==> src/rtl/sram_like_rr_arbiter_if.sv <==
// Bundle of the NUM_CH upstream sram-like channels and the single downstream sram-like port.
// The arbiter uses the master view (it masters the downstream bus); the environment uses slave.
interface sram_like_rr_arbiter_if #(
    parameter int NUM_CH = 2,
    parameter int ADDR_W = 32,
    parameter int DATA_W = 32
);
    logic [NUM_CH-1:0]        ch_req;
    logic [NUM_CH-1:0]        ch_wr;
    logic [2*NUM_CH-1:0]      ch_size;
    logic [ADDR_W*NUM_CH-1:0] ch_addr;
    logic [DATA_W*NUM_CH-1:0] ch_wdata;
    logic [NUM_CH-1:0]        ch_addr_ok;
    logic [NUM_CH-1:0]        ch_data_ok;
    logic [DATA_W-1:0]        ch_rdata;

    logic                     m_req;
    logic                     m_wr;
    logic [1:0]               m_size;
    logic [ADDR_W-1:0]        m_addr;
    logic [DATA_W-1:0]        m_wdata;
    logic                     m_addr_ok;
    logic                     m_data_ok;
    logic [DATA_W-1:0]        m_rdata;

    modport master (
        input  ch_req, ch_wr, ch_size, ch_addr, ch_wdata,
        output ch_addr_ok, ch_data_ok, ch_rdata,
        output m_req, m_wr, m_size, m_addr, m_wdata,
        input  m_addr_ok, m_data_ok, m_rdata
    );

    modport slave (
        output ch_req, ch_wr, ch_size, ch_addr, ch_wdata,
        input  ch_addr_ok, ch_data_ok, ch_rdata,
        input  m_req, m_wr, m_size, m_addr, m_wdata,
        output m_addr_ok, m_data_ok, m_rdata
    );
endinterface

==> src/rtl/sram_like_rr_arbiter.sv <==
// Merges NUM_CH sram-like masters onto one downstream port, one transaction in flight,
// round-robin (RR_EN=1) or fixed lowest-index priority (RR_EN=0).
module sram_like_rr_arbiter #(
    parameter int NUM_CH = 2,
    parameter int ADDR_W = 32,
    parameter int DATA_W = 32,
    parameter bit RR_EN  = 1'b1
) (
    input  logic                       clk,
    input  logic                       rst,
    sram_like_rr_arbiter_if.master     bus,
    output logic [NUM_CH-1:0]          grant,
    output logic                       busy
);

    localparam int PTR_W = (NUM_CH > 1) ? $clog2(NUM_CH) : 1;
    localparam logic [NUM_CH-1:0] ONE_HOT = {{(NUM_CH-1){1'b0}}, 1'b1};

    typedef enum logic [1:0] {
        ST_IDLE = 2'd0,
        ST_ADDR = 2'd1,
        ST_DATA = 2'd2
    } state_t;

    state_t              state_q, state_d;
    logic [NUM_CH-1:0]   grant_q, grant_d;
    logic [PTR_W-1:0]    ptr_q, ptr_d;

    logic [PTR_W-1:0]    win_idx;
    logic                win_found;
    logic [PTR_W-1:0]    gnt_idx;
    logic [PTR_W-1:0]    next_ptr;
    logic [PTR_W-1:0]    scan_sel;
    int                  scan_idx;
    logic                m_req;
    logic                mux_wr;
    logic [1:0]          mux_size;
    logic [ADDR_W-1:0]   mux_addr;
    logic [DATA_W-1:0]   mux_wdata;

    // Winner scan: starts at ptr with wrap-around, or at index 0 for fixed priority
    always_comb begin
        win_found = 1'b0;
        win_idx   = '0;
        scan_idx  = 0;
        scan_sel  = '0;
        for (int k = 0; k < NUM_CH; k++) begin
            if (RR_EN) begin
                scan_idx = (int'(ptr_q) + k) % NUM_CH;
            end else begin
                scan_idx = k;
            end
            scan_sel = PTR_W'(scan_idx);
            if (!win_found && bus.ch_req[scan_sel]) begin
                win_found = 1'b1;
                win_idx   = scan_sel;
            end else begin
                win_found = win_found;
            end
        end
    end

    // Granted-channel index and AND-OR payload mux (all zero while grant is empty)
    always_comb begin
        gnt_idx   = '0;
        mux_wr    = 1'b0;
        mux_size  = 2'd0;
        mux_addr  = '0;
        mux_wdata = '0;
        for (int k = 0; k < NUM_CH; k++) begin
            gnt_idx   = gnt_idx   | (PTR_W'(k) & {PTR_W{grant_q[k]}});
            mux_wr    = mux_wr    | (bus.ch_wr[k] & grant_q[k]);
            mux_size  = mux_size  | (bus.ch_size[2*k +: 2] & {2{grant_q[k]}});
            mux_addr  = mux_addr  | (bus.ch_addr[k*ADDR_W +: ADDR_W] & {ADDR_W{grant_q[k]}});
            mux_wdata = mux_wdata | (bus.ch_wdata[k*DATA_W +: DATA_W] & {DATA_W{grant_q[k]}});
        end
    end

    // Pointer moves just past the channel that completed
    always_comb begin
        if (gnt_idx == PTR_W'(NUM_CH - 1)) begin
            next_ptr = '0;
        end else begin
            next_ptr = gnt_idx + PTR_W'(1);
        end
    end

    // Downstream request follows the granted channel's req only while in ADDR
    always_comb begin
        m_req = (state_q == ST_ADDR) && ((bus.ch_req & grant_q) != '0);
    end

    // Next-state, grant and pointer update
    always_comb begin
        state_d = state_q;
        grant_d = grant_q;
        ptr_d   = ptr_q;
        case (state_q)
            ST_IDLE: begin
                if (win_found) begin
                    grant_d = ONE_HOT << win_idx;
                    state_d = ST_ADDR;
                end else begin
                    grant_d = '0;
                end
            end
            ST_ADDR: begin
                if (!m_req) begin
                    state_d = ST_IDLE;
                    grant_d = '0;
                end else if (bus.m_addr_ok) begin
                    state_d = ST_DATA;
                end else begin
                    state_d = ST_ADDR;
                end
            end
            ST_DATA: begin
                if (bus.m_data_ok) begin
                    state_d = ST_IDLE;
                    grant_d = '0;
                    if (RR_EN) begin
                        ptr_d = next_ptr;
                    end else begin
                        ptr_d = '0;
                    end
                end else begin
                    state_d = ST_DATA;
                end
            end
            default: begin
                state_d = ST_IDLE;
                grant_d = '0;
            end
        endcase
    end

    // State, grant and pointer registers
    always_ff @(posedge clk) begin
        if (rst) begin
            state_q <= ST_IDLE;
            grant_q <= '0;
            ptr_q   <= '0;
        end else begin
            state_q <= state_d;
            grant_q <= grant_d;
            ptr_q   <= ptr_d;
        end
    end

    assign bus.m_req      = m_req;
    assign bus.m_wr       = mux_wr;
    assign bus.m_size     = mux_size;
    assign bus.m_addr     = mux_addr;
    assign bus.m_wdata    = mux_wdata;
    assign bus.ch_addr_ok = grant_q & {NUM_CH{m_req & bus.m_addr_ok}};
    assign bus.ch_data_ok = (state_q == ST_DATA) ? (grant_q & {NUM_CH{bus.m_data_ok}}) : '0;
    assign bus.ch_rdata   = bus.m_rdata;
    assign grant          = grant_q;
    assign busy           = (state_q != ST_IDLE);

endmodule

==> src/flat_wrapper.sv <==
// flat-port wrapper written by rule: the top's interface ports become plain ports
module sram_like_rr_arbiter_flat 
#(
    parameter int NUM_CH = 2,
    parameter int ADDR_W = 32,
    parameter int DATA_W = 32,
    parameter bit RR_EN  = 1'b1
)
  (clk, rst, grant, busy, bus_ch_req, bus_ch_wr, bus_ch_size, bus_ch_addr, bus_ch_wdata, bus_ch_addr_ok, bus_ch_data_ok, bus_ch_rdata, bus_m_req, bus_m_wr, bus_m_size, bus_m_addr, bus_m_wdata, bus_m_addr_ok, bus_m_data_ok, bus_m_rdata);
  sram_like_rr_arbiter_if #(.NUM_CH(NUM_CH), .ADDR_W(ADDR_W), .DATA_W(DATA_W)) bus_i ();
  input  logic clk;
  input  logic rst;
  output logic [NUM_CH-1:0] grant;
  output logic busy;
  input wire logic [$bits(bus_i.ch_req)-1:0] bus_ch_req;
  input wire logic [$bits(bus_i.ch_wr)-1:0] bus_ch_wr;
  input wire logic [$bits(bus_i.ch_size)-1:0] bus_ch_size;
  input wire logic [$bits(bus_i.ch_addr)-1:0] bus_ch_addr;
  input wire logic [$bits(bus_i.ch_wdata)-1:0] bus_ch_wdata;
  output wire logic [$bits(bus_i.ch_addr_ok)-1:0] bus_ch_addr_ok;
  output wire logic [$bits(bus_i.ch_data_ok)-1:0] bus_ch_data_ok;
  output wire logic [$bits(bus_i.ch_rdata)-1:0] bus_ch_rdata;
  output wire logic [$bits(bus_i.m_req)-1:0] bus_m_req;
  output wire logic [$bits(bus_i.m_wr)-1:0] bus_m_wr;
  output wire logic [$bits(bus_i.m_size)-1:0] bus_m_size;
  output wire logic [$bits(bus_i.m_addr)-1:0] bus_m_addr;
  output wire logic [$bits(bus_i.m_wdata)-1:0] bus_m_wdata;
  input wire logic [$bits(bus_i.m_addr_ok)-1:0] bus_m_addr_ok;
  input wire logic [$bits(bus_i.m_data_ok)-1:0] bus_m_data_ok;
  input wire logic [$bits(bus_i.m_rdata)-1:0] bus_m_rdata;
  assign bus_i.ch_req = bus_ch_req;
  assign bus_i.ch_wr = bus_ch_wr;
  assign bus_i.ch_size = bus_ch_size;
  assign bus_i.ch_addr = bus_ch_addr;
  assign bus_i.ch_wdata = bus_ch_wdata;
  assign bus_ch_addr_ok = bus_i.ch_addr_ok;
  assign bus_ch_data_ok = bus_i.ch_data_ok;
  assign bus_ch_rdata = bus_i.ch_rdata;
  assign bus_m_req = bus_i.m_req;
  assign bus_m_wr = bus_i.m_wr;
  assign bus_m_size = bus_i.m_size;
  assign bus_m_addr = bus_i.m_addr;
  assign bus_m_wdata = bus_i.m_wdata;
  assign bus_i.m_addr_ok = bus_m_addr_ok;
  assign bus_i.m_data_ok = bus_m_data_ok;
  assign bus_i.m_rdata = bus_m_rdata;
  sram_like_rr_arbiter #(.NUM_CH(NUM_CH), .ADDR_W(ADDR_W), .DATA_W(DATA_W), .RR_EN(RR_EN)) u_core (.clk(clk), .rst(rst), .bus(bus_i), .grant(grant), .busy(busy));
endmodule
==> config.mk <==
export PLATFORM = sky130hd
export DESIGN_NAME = sram_like_rr_arbiter_flat
export DESIGN_NICKNAME = d
export VERILOG_FILES = /design/src/rtl/sram_like_rr_arbiter_if.sv /design/src/rtl/sram_like_rr_arbiter.sv /design/src/flat_wrapper.sv
export SDC_FILE = /design/constraint.sdc
export NUM_CORES = 1
export LEC_CHECK = 0
export CAP_MARGIN = 0
export CORE_AREA = 2 2 108 110
export CTS_CLUSTER_SIZE = 12
export DETAILED_ROUTE_END_ITERATION = 8
export DIE_AREA = 0 0 110 112
export PLACE_DENSITY = 0.64
export SLEW_MARGIN = 20
export SYNTH_ARGS = -nofsm -noshare
export SYNTH_HDL_FRONTEND = slang
export SYNTH_SLANG_ARGS = --single-unit
==> constraint.sdc <==
create_clock -name clk -period 3.5 [get_ports clk]
set_clock_uncertainty 0.15 [all_clocks]
set_input_delay 0.525 -clock clk [delete_from_list [all_inputs] [get_ports clk]]
set_output_delay 0.525 -clock clk [all_outputs]
set_load 0.03 [all_outputs]
# [Word level (Yosys, flattened, before mapping)]
# Cells that the tools add are included.
[classes] add_sub_neg=2 n_lt_le_gt_ge=2 n_eq_ne=5 shifts=1 mux=19 n_bitwise=16 n_reduce_logical=8
[ops] op="32-bit bitwise AND" n=4
[ops] op="32-bit OR" n=2
[ops] op="2-bit two-way mux" n=8
[ops] op="2-bit one-hot mux with 3 select lines" n=2
[ops] op="2-bit bitwise AND" n=5
[ops] op="1-bit two-way mux" n=9
[ops] op="1-bit by 2-bit < comparator with 1-bit output, second input constant" n=2
[ops] op="2-bit inequality test, second input constant" n=2
[ops] op="2-bit AND reduction" n=2
[ops] op="2-bit nonzero test" n=2
[ops] op="1-bit bitwise AND" n=3
[ops] op="1-bit adder, second input constant" n=2
[ops] op="2-bit by 1-bit equality test with 1-bit output, second input constant" n=1
[ops] op="2-bit equality test, second input constant" n=1
[ops] op="1-bit logical AND" n=2
[ops] op="2-bit logical NOT" n=1
[ops] op="2-bit by 1-bit inequality test with 1-bit output, second input constant" n=1
[ops] op="2-bit OR" n=1
[ops] op="1-bit by 1-bit left shift with 2-bit output, first input constant" n=1
[ops] op="1-bit logical NOT" n=1
[ops] op="1-bit OR" n=1
[totals] regBits=5 in_bits=172 out_inout_bits=107

# [Depth between registers and ports, before layout]
[depth] depth_word=9 ltp_mapped=5

# [Worst setup path after synthesis]
# Ideal clock, no wire load.
[synth_path] kind="reg2out" startpoint="register u_core.grant_q[0], in the netlist u_core.grant[0]" endpoint="output port bus_ch_data_ok[0]" arrival_ns=1.493 t_required_ns=2.825 slack_ns=1.332 stages_incl_launch_ff=6 cell_sequence="dfxtp_1 -> buf_6 -> buf_2 -> buf_2 -> inv_1 -> nor2_1"
[synth_between] elab_chain_cells=2
[synth_lines] element="start: declaration" line_no="sram_like_rr_arbiter.sv:26" rtl="logic [NUM_CH-1:0] grant_q, grant_d;"
[synth_lines] element="start signal: assignment" line_no="sram_like_rr_arbiter.sv:145" rtl="grant_q <= grant_d;"
[synth_lines] element="2-bit bitwise AND" line_no="sram_like_rr_arbiter.sv:156" rtl="assign bus.ch_data_ok = (state_q == ST_DATA) ? (grant_q & {NUM_CH{bus.m_data_ok}}) : '0;"
[synth_lines] element="2-bit two-way mux" line_no="sram_like_rr_arbiter.sv:156"
[synth_lines] element="end: declaration" line_no="flat_wrapper.sv:21" rtl="output wire logic [$bits(bus_i.ch_data_ok)-1:0] bus_ch_data_ok;"
# No other way between the ends.

# [Final worst setup path]
[layout_path] startpoint="input port bus_ch_req[0]" endpoint="output port bus_ch_addr_ok[0]"
[layout_between] elab_chain_cells=5
[layout_lines] element="start: declaration" line_no="flat_wrapper.sv:15" rtl="input wire logic [$bits(bus_i.ch_req)-1:0] bus_ch_req;"
[layout_lines] element="2-bit bitwise AND" line_no="sram_like_rr_arbiter.sv:90" rtl="m_req = (state_q == ST_ADDR) && ((bus.ch_req & grant_q) != '0);"
[layout_lines] element="2-bit nonzero test" line_no="sram_like_rr_arbiter.sv:90"
[layout_lines] element="1-bit logical AND" line_no="sram_like_rr_arbiter.sv:90"
[layout_lines] element="1-bit bitwise AND" line_no="sram_like_rr_arbiter.sv:155" rtl="assign bus.ch_addr_ok = grant_q & {NUM_CH{m_req & bus.m_addr_ok}};"
[layout_lines] element="2-bit bitwise AND" line_no="sram_like_rr_arbiter.sv:155"
[layout_lines] element="end: declaration" line_no="flat_wrapper.sv:20" rtl="output wire logic [$bits(bus_i.ch_addr_ok)-1:0] bus_ch_addr_ok;"
# No other way between the ends.

==> flow_summary.toml <==
[cts]
cts_sinks = 5
clk-insertion-delay-late_ns = 0.23
number_of_buffers_inserted_during_clock_tree_synthesis = 3
hold_buffers = 0
clockRootBuffer = "sky130_fd_sc_hd__clkbuf_16"
number_of_cells_upsized_or_downsized_after_cts = 0
cts.clk_slew.worst_paths_ns = 0.03
cts.path.max_buffers = 2
htree_levels = 1
post-cts-setup-buffers = 0
tritoncts = "yes"

[die]
die_width_microns = 110
number_of_top_level_pins = 279
fp-row-count = 39
floorplan.initialDensity = 0.1084
floorplan.die.height_microns = 112
design.die.area_sq_um = 12320
core_sq_um = 11170

[layout]
num-nets-final = 497
fillCellCount = 1179
final-instance-count-excl-fill = 467
postLayoutCoreUtil = 0.2974
drive_above_1_share = 0.04321
synthToLayoutAreaGrowth_pct = 174.4
insertedDiodeCount = 0

[yosys]
count_of_mapped_cells_out_of_synthesis = 150
synth_edf_count = 0
synth.top_cells.by_area = "sky130_fd_sc_hd__a22o_1, sky130_fd_sc_hd__buf_4, sky130_fd_sc_hd__dfxtp_1, sky130_fd_sc_hd__clkbuf_1, sky130_fd_sc_hd__buf_6"
share_of_yosys_cell_area_claimed_by_the_top_area_cell_type = 0.4845
synth.cells.most_frequent = "sky130_fd_sc_hd__a22o_1, sky130_fd_sc_hd__buf_4, sky130_fd_sc_hd__clkbuf_1"
ys_warn_count = 0
synth_unique_cells = 28
synth_largest_area_cell = "sky130_fd_sc_hd__a22o_1"
avgSynthCellArea_sq_um = 8.074
yosysMostFrequentCell = "sky130_fd_sc_hd__a22o_1"
seq_area_frac_synth = 0.08264
synth-seq-cells = 5
syn_area_sq_um = 1211
ys_async_sr_fraction = 0
postSynth.topFlopCell = "sky130_fd_sc_hd__dfxtp_1"
synthesis.nets = 322

[critical_path]
critPathMaxFanout = 4
worstSetupPathType = "in2out"
critical_path_required_ns = 2.82
cp-start-kind = "input port"
cp-end-kind = "output pin"
critical_path_arrival_ns = 2.22

[route]
detail_route.iter0.violations = 78
via_per_inst = 4.107
drt_drc_violations_left = 0
detail-route-antenna-nets = 0
detailedRoute.firstPassIterationCount = 4
routed_length_per_placed_instance_microns = 16.03
drt-total-wl_microns = 7487
routed_vias = 1918

[timing]
finalWorstSetupSlack_ns = 0.6029
finish_stage_setup_viols = 0
timing_max_transition_violations_final = 0
setup-tns-final_ns = 0
fin_crit_sh = 0.8277
worst-slew-pin-transition_ns = 0.4360
timing.final.crit_period_ns = 2.897
grt_setup_unrepaired = "no"
hold_viol_final = 0
clock.fmax_ghz = 0.3452
relSlewSlack = 0.7093

[power_and_ir_drop]
clock_power_share = 0.264
combinationalPowerShare = 0.647
power.switching_fraction = 0.3396
p_sw_mw = 0.2456
sequentialPowerShare = 0.089
p_int_mw = 0.4775
power_density_relative_to_cell_area_nw_per_um2 = 217.6
peakVddDrop_mv = 0.2402
power_leakage_nw = 1.232
report.power.total_mw = 0.7231

[global_route]
first_global_vias = 1942
gr-total-overflow = 0
grt_max_degree = 42
grt_antenna_before_repair = 0
globalRouteTotalUtil = 0.1080
grt_pass1_wl_microns = 10370

[placed_design]
gpl.final_weighted_congestion = 0.7831
port-buffer-count = 214
placedCellCount = 463
dp_hpwl_microns = 6156
placement.setup.worst_slack_ns = 0.6166

[run]
max-cap-violations = 0

[min_path]
hold_path.class = "reg2reg"

[run_status]
status = "complete, no violations"
-- routing by layer --
metal / GRT usage / share of wire
met5: 0 / 0
met4: 0.03207 / 0.016
met3: 0.03103 / 0.12
met2: 0.2110 / 0.53
met1: 0.1062 / 0.34
-- stage by stage --
step / hold slack [ns] / instance area [sq um]
finish: 0.3963 / 3323
global route: 0.4446 / 3323
CTS: 0.3947 / 3323
detailed placement: 0.3898 / 3244
global placement: 0.3922 / 3244
floorplan: 0.3271 / 1211
-- worst max-delay path, cell delays in order --
cell,delay (ns)
sky130_fd_sc_hd__clkdlybuf4s50_1,0.55
sky130_fd_sc_hd__a22o_4,0.18
sky130_fd_sc_hd__and2_4,0.15
sky130_fd_sc_hd__and3_1,0.16
sky130_fd_sc_hd__clkdlybuf4s50_1,0.67
-- cells in the final DEF (no fill, tap or decap) --
cell type,count
sky130_fd_sc_hd__a2111oi_1,1
sky130_fd_sc_hd__a21boi_0,1
sky130_fd_sc_hd__a21o_1,1
sky130_fd_sc_hd__a22o_1,67
sky130_fd_sc_hd__a22o_4,1
sky130_fd_sc_hd__a31oi_1,1
sky130_fd_sc_hd__a32o_1,1
sky130_fd_sc_hd__a32oi_1,1
sky130_fd_sc_hd__and2_4,1
sky130_fd_sc_hd__and2b_2,1
sky130_fd_sc_hd__and3_1,2
sky130_fd_sc_hd__buf_4,4
sky130_fd_sc_hd__clkbuf_1,1
sky130_fd_sc_hd__clkbuf_16,3
sky130_fd_sc_hd__clkdlybuf4s50_1,214
sky130_fd_sc_hd__dfxtp_1,3
sky130_fd_sc_hd__dfxtp_2,2
sky130_fd_sc_hd__inv_1,3
sky130_fd_sc_hd__mux2i_1,1
sky130_fd_sc_hd__nand2_1,2
sky130_fd_sc_hd__nand2b_1,1
sky130_fd_sc_hd__nand3_1,1
sky130_fd_sc_hd__nand3b_1,1
sky130_fd_sc_hd__nor2_1,3
sky130_fd_sc_hd__nor2b_1,2
sky130_fd_sc_hd__nor3_1,2
sky130_fd_sc_hd__nor3b_2,1
sky130_fd_sc_hd__nor4_1,1
sky130_fd_sc_hd__or2_2,1
-- registers in the layout, indices dropped and copies added (netlist names) --
name,count
u_core.state_q,2
u_core.grant,2
u_core.ptr_q,1
-- cell type report --
type	instances	area, sq um	share of cell area
well taps	143	178.9	0.05384
clock buffers	4	78.83	0.02372
flip-flops and latches	5	102.6	0.03087
repair buffers	218	2172	0.6536
multi-input cells	94	779.5	0.2346
inverters	3	11.26	0.003389
-- power groups by stage --
stage               Clock [mW]  Sequential, mW  Combinational (mW)
finish                   0.191          0.0641               0.468
global route             0.198          0.0648               0.492
CTS                      0.194          0.0641               0.471
detailed placement           0          0.0649               0.469
global placement             0          0.0648               0.465
floorplan                    0          0.0658               0.262
-- logic make-up (layout without fill, tap and decap cells) --
| group | after synthesis | count (layout) | share of synthesized area |
|---|---|---|---|
| compound gates | 74 | 74 | 0.5403 |
| buf+inv | 51 | 225 | 0.2738 |
| simple gates | 19 | 19 | 0.09505 |
| flops | 5 | 5 | 0.08265 |
| mux | 1 | 1 | 0.008265 |
-- worst paths after layout --
kind                                 from                           end  slack, ns  cells after the start
max reg2reg  u_core.grant[0]$_SDFFE_PP0P_  u_core.grant[0]$_SDFFE_PP0P_       2.12                      4
max                         bus_ch_req[0]             bus_ch_addr_ok[0]       0.60                      5
min             u_core.ptr_q$_SDFFE_PP0P_     u_core.ptr_q$_SDFFE_PP0P_       0.40                      2
min reg2reg     u_core.ptr_q$_SDFFE_PP0P_     u_core.ptr_q$_SDFFE_PP0P_       0.40                      2
Note: power is estimated with default switching activity, not from simulation.
